==> config.mk <==
export PLATFORM = sky130hd
export DESIGN_NAME = cmd_dispatch
export DESIGN_NICKNAME = d
export VERILOG_FILES = /design/src/rtl/cmd_dispatch.sv
export SDC_FILE = /design/constraint.sdc
export NUM_CORES = 1
export LEC_CHECK = 0
export BUFFER_PORTS_ARGS = -buffer_cell sky130_fd_sc_hd__buf_4
export CAP_MARGIN = 20
export CORE_AREA = 2 2 124 138
export CTS_BUF_LIST = sky130_fd_sc_hd__clkbuf_8
export CTS_CLUSTER_DIAMETER = 120
export DETAILED_ROUTE_END_ITERATION = 12
export DIE_AREA = 0 0 126 140
export PLACE_DENSITY = 0.81
export SYNTH_ARGS = -nofsm -noshare
export SYNTH_HDL_FRONTEND = slang
export SYNTH_SLANG_ARGS = --single-unit
export TNS_END_PERCENT = 100
==> constraint.sdc <==
create_clock -name clk -period 5.9 [get_ports clk]
set_input_delay 0.885 -clock clk [delete_from_list [all_inputs] [get_ports clk]]
set_output_delay 0.885 -clock clk [all_outputs]
set_load 0.1 [all_outputs]
==> src/rtl/cmd_dispatch.sv <==
// UART command frame parser that dispatches bus transactions
// and returns a framed status/readback response.
//
// Ports:
//   clk, rst        clock, synchronous active-high reset
//   rx_data/valid/ready   inbound byte stream (ready driven here)
//   tx_data/valid/ready   outbound response stream
//   bus_start/ch/dir/addr/len/wdata   transaction request
//   bus_rdata/done/err    transaction completion
//   err_count       saturating count of dropped frames
module cmd_dispatch #(
  parameter int NCH     = 4,
  parameter int MAX_LEN = 4,
  parameter int RX_TMO  = 100000,
  parameter int BUS_TMO = 10000,
  localparam int CHW    = (NCH > 1) ? $clog2(NCH) : 1
) (
  input  logic                   clk,
  input  logic                   rst,
  input  logic [7:0]             rx_data,
  input  logic                   rx_valid,
  output logic                   rx_ready,
  output logic [7:0]             tx_data,
  output logic                   tx_valid,
  input  logic                   tx_ready,
  output logic                   bus_start,
  output logic [CHW-1:0]         bus_ch,
  output logic                   bus_dir,
  output logic [7:0]             bus_addr,
  output logic [4:0]             bus_len,
  output logic [8*MAX_LEN-1:0]   bus_wdata,
  input  logic [8*MAX_LEN-1:0]   bus_rdata,
  input  logic                   bus_done,
  input  logic                   bus_err,
  output logic [7:0]             err_count
);

  localparam int RTW = $clog2(RX_TMO + 1);
  localparam int BTW = $clog2(BUS_TMO + 1);

  typedef enum logic [3:0] {
    S_IDLE, S_HDR1, S_OP, S_CH, S_ADDR, S_LEN, S_DATA,
    S_CSUM, S_CR, S_LF, S_EXEC, S_WAIT, S_RESP
  } state_t;

  state_t               r_state;
  state_t               r_state_n;
  logic [7:0]           r_op;
  logic [CHW-1:0]       r_ch;
  logic [7:0]           r_addr;
  logic [4:0]           r_len;
  logic [4:0]           r_idx;
  logic [8*MAX_LEN-1:0] r_wdata;
  logic [8*MAX_LEN-1:0] r_rdata;
  logic [7:0]           r_csum;
  logic [7:0]           r_rxcsum;
  logic [7:0]           r_status;
  logic [7:0]           r_rcsum;
  logic [4:0]           r_nb;
  logic [5:0]           r_txi;
  logic [RTW-1:0]       r_rtmr;
  logic [BTW-1:0]       r_btmr;
  logic [7:0]           r_err_count;

  logic                 w_rx_acc;
  logic                 w_tx_acc;
  logic                 w_in_frame;
  logic                 w_rtmo;
  logic                 w_btmo;
  logic                 w_csum_ok;
  logic                 w_tx_last;
  logic                 w_err;
  logic [7:0]           w_rxor;
  logic [5:0]           w_ri;
  logic [5:0]           w_j;

  assign w_rx_acc   = rx_valid & rx_ready;
  assign w_tx_acc   = tx_valid & tx_ready;
  assign w_in_frame = (r_state >= S_OP) && (r_state <= S_LF);
  assign w_rtmo     = w_in_frame && !w_rx_acc &&
                      (r_rtmr == RTW'(RX_TMO - 1));
  assign w_btmo     = (r_btmr == BTW'(BUS_TMO - 1));
  assign w_csum_ok  = (r_csum == r_rxcsum);
  assign w_tx_last  = (r_txi == (6'(r_nb) + 6'd5));

  // XOR of the first r_len read bytes for the response checksum
  always_comb begin
    w_rxor = 8'h00;
    for (int i = 0; i < MAX_LEN; i++) begin
      if (5'(i) < r_len) w_rxor = w_rxor ^ bus_rdata[8*i +: 8];
    end
  end

  always_ff @(posedge clk) begin
    if (rst) r_state <= S_IDLE;
    else     r_state <= r_state_n;
  end

  always_comb begin
    r_state_n = r_state;
    w_err     = 1'b0;
    unique case (r_state)
      S_IDLE: if (w_rx_acc && rx_data == 8'h55) r_state_n = S_HDR1;
      S_HDR1: if (w_rx_acc) begin
        if (rx_data == 8'h5D)      r_state_n = S_OP;
        else if (rx_data != 8'h55) r_state_n = S_IDLE;
      end
      S_OP: if (w_rx_acc) begin
        if (rx_data == 8'h01 || rx_data == 8'h02) r_state_n = S_CH;
        else begin r_state_n = S_IDLE; w_err = 1'b1; end
      end
      S_CH: if (w_rx_acc) begin
        if (rx_data < 8'(NCH)) r_state_n = S_ADDR;
        else begin r_state_n = S_IDLE; w_err = 1'b1; end
      end
      S_ADDR: if (w_rx_acc) r_state_n = S_LEN;
      S_LEN: if (w_rx_acc) begin
        if (rx_data == 8'h00 || rx_data > 8'(MAX_LEN)) begin
          r_state_n = S_IDLE;
          w_err     = 1'b1;
        end else if (r_op == 8'h01) r_state_n = S_DATA;
        else                        r_state_n = S_CSUM;
      end
      S_DATA: if (w_rx_acc && r_idx == r_len - 5'd1) r_state_n = S_CSUM;
      S_CSUM: if (w_rx_acc) r_state_n = S_CR;
      S_CR: if (w_rx_acc) begin
        if (rx_data == 8'h0D) r_state_n = S_LF;
        else begin r_state_n = S_IDLE; w_err = 1'b1; end
      end
      S_LF: if (w_rx_acc) begin
        if (rx_data != 8'h0A) begin r_state_n = S_IDLE; w_err = 1'b1; end
        else if (w_csum_ok)   r_state_n = S_EXEC;
        else                  r_state_n = S_RESP;
      end
      S_EXEC: r_state_n = S_WAIT;
      S_WAIT: if (bus_done || w_btmo) r_state_n = S_RESP;
      S_RESP: if (w_tx_acc && w_tx_last) r_state_n = S_IDLE;
      default: r_state_n = S_IDLE;
    endcase
    if (w_rtmo) begin
      r_state_n = S_IDLE;
      w_err     = 1'b1;
    end
  end

  always_ff @(posedge clk) begin
    if (rst) begin
      r_op        <= '0;
      r_ch        <= '0;
      r_addr      <= '0;
      r_len       <= '0;
      r_idx       <= '0;
      r_wdata     <= '0;
      r_rdata     <= '0;
      r_csum      <= '0;
      r_rxcsum    <= '0;
      r_status    <= '0;
      r_rcsum     <= '0;
      r_nb        <= '0;
      r_txi       <= '0;
      r_rtmr      <= '0;
      r_btmr      <= '0;
      r_err_count <= '0;
    end else begin
      if (!w_in_frame || w_rx_acc) r_rtmr <= '0;
      else                         r_rtmr <= r_rtmr + 1'b1;
      if (w_err && r_err_count != 8'hFF)
        r_err_count <= r_err_count + 8'd1;
      unique case (r_state)
        S_HDR1: if (w_rx_acc && rx_data == 8'h5D) begin
          r_wdata <= '0;
          r_idx   <= '0;
        end
        S_OP: if (w_rx_acc) begin
          r_op   <= rx_data;
          r_csum <= rx_data;
        end
        S_CH: if (w_rx_acc) begin
          r_csum <= r_csum ^ rx_data;
          if (rx_data < 8'(NCH)) r_ch <= rx_data[CHW-1:0];
        end
        S_ADDR: if (w_rx_acc) begin
          r_addr <= rx_data;
          r_csum <= r_csum ^ rx_data;
        end
        S_LEN: if (w_rx_acc) begin
          r_csum <= r_csum ^ rx_data;
          if (rx_data != 8'h00 && rx_data <= 8'(MAX_LEN))
            r_len <= rx_data[4:0];
        end
        S_DATA: if (w_rx_acc) begin
          r_wdata[8*r_idx +: 8] <= rx_data;
          r_idx  <= r_idx + 5'd1;
          r_csum <= r_csum ^ rx_data;
        end
        S_CSUM: if (w_rx_acc) r_rxcsum <= rx_data;
        S_LF: if (w_rx_acc && rx_data == 8'h0A && !w_csum_ok) begin
          r_status <= 8'hE1;
          r_rcsum  <= 8'hE1;
          r_nb     <= '0;
          r_txi    <= '0;
        end
        S_EXEC: r_btmr <= '0;
        S_WAIT: begin
          r_btmr <= r_btmr + 1'b1;
          r_txi  <= '0;
          if (bus_done) begin
            r_rdata <= bus_rdata;
            if (bus_err) begin
              r_status <= 8'hE3;
              r_rcsum  <= 8'hE3;
              r_nb     <= '0;
            end else begin
              r_status <= 8'h00;
              r_rcsum  <= (r_op == 8'h02) ? w_rxor : 8'h00;
              r_nb     <= (r_op == 8'h02) ? r_len : 5'd0;
            end
          end else if (w_btmo) begin
            r_status <= 8'hE2;
            r_rcsum  <= 8'hE2;
            r_nb     <= '0;
          end
        end
        S_RESP: if (w_tx_acc) r_txi <= r_txi + 6'd1;
        default: ;
      endcase
    end
  end

  // Response byte index: header(2), status, readback(r_nb), rcsum, CR, LF
  always_comb begin
    w_ri    = r_txi - 6'd3;
    w_j     = w_ri - 6'(r_nb);
    tx_data = 8'h00;
    if (r_state == S_RESP && !rst) begin
      if (r_txi == 6'd0)           tx_data = 8'h55;
      else if (r_txi == 6'd1)      tx_data = 8'h5D;
      else if (r_txi == 6'd2)      tx_data = r_status;
      else if (w_ri < 6'(r_nb))    tx_data = r_rdata[8*w_ri +: 8];
      else if (w_j == 6'd0)        tx_data = r_rcsum;
      else if (w_j == 6'd1)        tx_data = 8'h0D;
      else                         tx_data = 8'h0A;
    end
  end

  assign tx_valid  = (r_state == S_RESP) && !rst;
  assign bus_start = (r_state == S_EXEC) && !rst;
  assign rx_ready  = !rst && (r_state != S_EXEC) &&
                     (r_state != S_WAIT) && (r_state != S_RESP);
  assign bus_ch    = r_ch;
  assign bus_dir   = (r_op == 8'h02);
  assign bus_addr  = r_addr;
  assign bus_len   = r_len;
  assign bus_wdata = r_wdata;
  assign err_count = r_err_count;

endmodule

== Yosys cells after proc, flatten, opt, wreduce, memory -nomap -nowiden ==
Index checks and enable logic that the tools add are counted.

* Bitwise gates (word level): 6
* Eq/ne operators: 53
* Shifts and indexed selects: 3
* Order comparisons: 10
* Reduce and logical (&&, ||, !) cells: 48
* Muxes and demuxes: 74
* $add $sub $neg: 10

{| class="wikitable"
|+ Operators by type and width
! kind !! count
|-
| 8-bit two-way mux || 19
|-
| 32-bit two-way mux || 2
|-
| 4-bit two-way mux || 16
|-
| 32-bit case mux with 2 select lines || 1
|-
| 4-bit case mux with 13 select lines || 1
|-
| 8-bit case mux with 2 select lines || 3
|-
| 5-bit two-way mux || 7
|-
| 8-bit negation with 34-bit output || 1
|-
| 8-bit by 34-bit variable shift with 32-bit output, first input constant || 1
|-
| 8-bit by 34-bit indexed part select with 32-bit output || 1
|-
| 32-bit bitwise mux || 1
|-
| 2-bit != test, second input constant || 16
|-
| 32-bit by 10-bit indexed part select with 8-bit output || 1
|-
| 8-bit XOR || 4
|-
| 14-bit case mux with 2 select lines || 1
|-
| 4-bit equality test, second input constant || 5
|-
| 5-bit case mux with 2 select lines || 2
|-
| 6-bit case mux with 3 select lines || 1
|-
| 3-bit AND reduction || 6
|-
| 17-bit by 1-bit adder with 17-bit output, second input constant || 1
|-
| 17-bit equality test, second input constant || 1
|-
| 4-bit by 3-bit equality test with 1-bit output, second input constant || 4
|-
| 8-bit by 1-bit equality test with 1-bit output, second input constant || 2
|-
| 8-bit by 2-bit equality test with 1-bit output, second input constant || 2
|-
| 51 further kinds || 105
|}

* Input bits: 46
* Logic and storage cells: 221
* Output and inout port bits: 67
* Register bits: 178

== Logic depth before layout (Yosys ltp) ==
* Word-level depth: 12
* Mapped depth: 12

== Least setup slack after synthesis ==
No wires, ideal clock.

* Kind: register to output
* From: register r_txi[0]
* To: output port tx_data[3]
* Slack: 0.064 ns
* Data arrival time: 4.951 ns
* Cell stages (with the launch flop): 12
* Path buffers: 1
* Data required time: 5.015 ns
* Cells stage by stage: dfxtp_1 > clkbuf_1 > inv_1 > ha_1 > fa_1 > a21o_1 > a21o_1 > a211oi_1 > o21a_1 > o211a_1 > a31oi_1 > a21boi_0

* Word-level cells in the longest chain between the ends: 9
* Elaborated cells between the ends (all ways): 14
* Those cells by class: add/sub: 2; order compare: 1; eq/ne: 2; shift: 1; mux: 6; reduce/logical: 2

{| class="wikitable"
|+ Ends and longest elaborated chain
! element !! RTL line !! text
|-
| start, declared || 60 || <nowiki>logic [5:0] r_txi;</nowiki>
|-
| start signal, assigned || 224 || <nowiki>S_RESP: if (w_tx_acc) r_txi <= r_txi + 6'd1;</nowiki>
|-
| 6-bit by 2-bit subtractor with 6-bit output || 232 || <nowiki>w_ri = r_txi - 6'd3;</nowiki>
|-
| 6-bit by 5-bit subtractor with 6-bit output || 233 || <nowiki>w_j = w_ri - 6'(r_nb);</nowiki>
|-
| 6-bit logical NOT || 240 || <nowiki>else if (w_j == 6'd0) tx_data = r_rcsum;</nowiki>
|-
| 8-bit two-way mux || 240 ||
|-
| 8-bit two-way mux || 239 || <nowiki>else if (w_ri < 6'(r_nb)) tx_data = r_rdata[8*w_ri +: 8];</nowiki>
|-
| 8-bit two-way mux || 238 || <nowiki>else if (r_txi == 6'd2) tx_data = r_status;</nowiki>
|-
| 8-bit two-way mux || 237 || <nowiki>else if (r_txi == 6'd1) tx_data = 8'h5D;</nowiki>
|-
| 8-bit two-way mux (*) || 236 || <nowiki>if (r_txi == 6'd0) tx_data = 8'h55;</nowiki>
|-
| 8-bit two-way mux (*) || 235 || <nowiki>if (r_state == S_RESP && !rst) begin</nowiki>
|-
| end, declared || 23 || <nowiki>output logic [7:0] tx_data,</nowiki>
|}

Mark *: on every way between the ends. The rest lies on a longest branch, timed or not.

== Worst setup path after layout ==
* From: register r_txi[0]
* To: output port tx_data[0]

* Word-level cells in the longest chain between the ends: 10
* Elaborated cells between the ends (all ways): 16
* Those cells by class: add/sub: 2; order compare: 1; eq/ne: 3; shift: 1; mux: 7; reduce/logical: 2

{| class="wikitable"
|+ Ends and longest elaborated chain
! element !! RTL line !! text
|-
| 6-bit by 2-bit subtractor with 6-bit output || 232 ||
|-
| 6-bit by 5-bit subtractor with 6-bit output || 233 ||
|-
| 6-bit by 1-bit equality test with 1-bit output || 241 || <nowiki>else if (w_j == 6'd1) tx_data = 8'h0D;</nowiki>
|-
| 3-bit two-way mux || 241 ||
|-
| 8-bit two-way mux || 240 ||
|-
| 8-bit two-way mux || 239 ||
|-
| 8-bit two-way mux || 238 ||
|-
| 8-bit two-way mux || 237 ||
|-
| 8-bit two-way mux (*) || 236 ||
|-
| 8-bit two-way mux (*) || 235 ||
|}

Marks and branches as above.

==> results.json <==
{
  "power.density_nw_per_um2": 206.4,
  "cts.clk_slew.worst_paths_ps": 90,
  "grt_pass1_vias": 7549,
  "routed_wl_um": 22810,
  "cts.sinks": 173,
  "initial_core_util_pct": 55.42,
  "cp_max_fo": 17,
  "yosys_register_bits": 173,
  "postCtsSetupBuffers": 0,
  "yosysUniqueCellTypes": 77,
  "r2r-end": "bus_wdata[23]",
  "core_region_area_um2": 16190,
  "drv_cap": 0,
  "cts_buffer_depth": 2,
  "final_cell_mix": "173 x dfxtp_1, 159 x nand2_1, 148 x nor2_1",
  "grt_usage_pct": 25.53,
  "vias": 8260,
  "setup_tns_ps": 0,
  "final.min_clock_period_ps": 5310,
  "die_h_um": 140,
  "synth_edf_count": 0,
  "holdPathEnd": "r_rtmr[0]",
  "synth-main-ff-cell": "dfxtp_1",
  "cts-root-buf": "clkbuf_8",
  "htree_num_levels": 4,
  "wl_per_cell_um": 16.34,
  "cts_made_buffers": 17,
  "drc": 0,
  "die_w_um": 126,
  "cts-resized-gates": 0,
  "worst_slew_pin_slew_ps": 1037,
  "ys_warn_count": 0,
  "final_common_cell": "dfxtp_1",
  "num_rows": 49,
  "area_growth_pct": 14.63,
  "clkPwrFrac_pct": 41.0,
  "rsz0062_at_grt": "no",
  "slew_headroom_pct": 30.58,
  "postSynthAreaPerCell_um2": 8.140,
  "syn_area_um2": 8970,
  "holdCritStartpoint": "r_rtmr[0]",
  "grt_start_max_net_pins": 57,
  "yosysTopAreaCell": "dfxtp_1",
  "hpwl_um": 16000,
  "antenna_found_initial": 0,
  "p_seq_share_pct": 55.0,
  "reg2reg_depth": 11,
  "p_leak_nw": 3.926,
  "internal_power_mw": 1.588,
  "netlist_instances": 1102,
  "die_area_um2": 17640,
  "end_kind": "output port",
  "switching_share_pct": 25.15,
  "final-setup-viol-count": 0,
  "routed_via_density": 5.917,
  "final_nets": 1244,
  "dr.first_iter.drc_count": 774,
  "crit_arrival_ps": 4430,
  "place.gp.congestion": 0.9375,
  "fmax_ghz": 0.1883,
  "synth_top_area_share_pct": 38.61,
  "r2r-start": "r_idx[0]",
  "p_comb_share_pct": 4.0,
  "n_antenna_cell": 0,
  "r2r_slack_ps": 2610,
  "clock-skew-final_ps": 11.49,
  "hold_viol_final": 0,
  "yosys-top-cells-area": "dfxtp_1 39%, nand2_1 6.7%, nor2_1 6.2%",
  "crit_required_ps": 5020,
  "hold_buffers": 0,
  "critical_path_class": "register to output port",
  "drt_first_pass_iters": 5,
  "worstSetupStartpointType": "register",
  "cts_tree": "yes",
  "slew_viol_final": 0,
  "portBuffers": 112,
  "whs_path_depth": 1,
  "grt_pass1_wl_um": 37130,
  "worst_hold_slack_ps": 461.4,
  "ys_seq_area_share_pct": 38.61,
  "clk_latency_ps": 480,
  "drive_gt1_share_pct": 15.35,
  "syn_nets": 1167,
  "ir_drop_mv": 0.1733,
  "power_mw": 2.122,
  "switching_power_mw": 0.5338,
  "synthArstFlopShare_pct": 0,
  "min_path_type": "register to register",
  "period_share_pct": 90.00,
  "grt_overflow_total": 0,
  "io_pins": 113,
  "outcome": "complete, no violations",
  "antenna_left": 0
}
-- synth_stat cells (3+ instances only) --
cell,instances
a21o_1,7
dfxtp_1,173
nand2_1,159
buf_2,9
a31oi_1,17
o21ai_0,43
nor3b_1,8
ha_1,18
buf_6,3
xor2_1,35
buf_4,6
a32oi_1,3
or4_1,8
and2_1,4
nor4bb_1,4
or3_1,15
nor2b_1,9
nor4_1,11
nand3_1,30
a22o_1,17
and3_1,14
mux2i_1,25
or4b_2,3
o31ai_1,4
xnor2_1,33
o21a_1,3
a21oi_1,91
a211oi_1,3
mux4_2,8
clkbuf_1,43
nor3_1,23
nand2b_1,4
a22oi_1,26
inv_1,22
nor2_1,149
o21ai_1,5
o2111ai_1,4
o22ai_1,3
nand4_1,8
a311oi_1,5
-- critical path, stage by stage, from the launching register on --
cell and delay, ps:
dfxtp_1 790, inv_1 190, ha_1 610, fa_1 540, a21o_1 190, a21o_1 200
xor2_1 140, nor4_1 330, o21ai_0 240, o2111ai_1 250, o211a_1 170, buf_4 280
-- sequential cells by signal (all words and copies together), names as in the netlist, 4 cells and up --
| name | cells |
|---|---|
| r_rcsum | 8 |
| bus_wdata | 32 |
| r_op | 8 |
| bus_addr | 8 |
| r_rtmr | 17 |
| r_txi | 6 |
| r_state | 4 |
| r_csum | 8 |
| r_rxcsum | 8 |
| r_btmr | 14 |
| r_idx | 5 |
| bus_len | 5 |
| err_count | 8 |
| r_nb | 5 |
| r_rdata | 32 |
-- how the worst max path moves through the flow --
stage          cells after the start          to     start
4_1_cts                           11  tx_data[3]  r_txi[0]
5_1_grt                           11  tx_data[3]  r_txi[0]
3_3_place_gp                      11  tx_data[3]  r_txi[0]
2_1_floorplan                     11  tx_data[3]  r_txi[0]
6_report                          11  tx_data[0]  r_txi[0]
3_5_place_dp                      11  tx_data[3]  r_txi[0]
-- final cells by class --
class / instances / area (µm²)
clock buffer: 17 / 234.0
clock inverter: 15 / 178.9
fill: 1421 / 5903
inverter: 22 / 82.58
multi-input combinational: 844 / 5140
sequential: 173 / 3463
tap: 204 / 255.2
timing repair buffer: 121 / 928.4
-- stage by stage --
stage,util [%],cells,worst slack [ps],cell area [µm²]
3_5_place_dp,60.81,1363,1099,9842
4_1_cts,63.36,1395,579.4,10250
2_1_floorplan,-,1102,64.10,8970
6_report,63.53,1396,589.8,10280
3_3_place_gp,60.81,1363,1228,9842
5_1_grt,63.53,1396,251.9,10280
-- cells by family after synthesis --
logic type / Yosys count / share of synthesized area (%)
flip-flops: 173 / 38.61
buffers and inverters: 85 / 4.185
AND/OR/NAND/NOR: 470 / 24.84
adder cells (fa/ha/maj): 19 / 2.734
multiplexers: 34 / 4.924
XOR/XNOR: 68 / 6.640
AO/OA/AOI/OAI: 253 / 18.06
-- per-layer routing --
metal,GRT usage [%],vias to the layer above,share of wire [%]
met1,33.85,3884,44
met3,4.966,43,6.0
met4,9.659,0,2.5
li1,-,4041,-
met2,41.31,292,47
met5,0,-,0
-- power groups by stage --
stage / clock [mW] / combinational [mW] / sequential (mW)
final: 0.871 / 0.0846 / 1.17
after global routing: 0.931 / 0.0904 / 1.17
after CTS: 0.884 / 0.0835 / 1.17
after detailed placement: 0 / 0.0831 / 1.19
after global placement: 0 / 0.0831 / 1.19
after floorplan: 0 / 0.0416 / 1.19
Note: power is estimated with default switching activity, not from simulation.
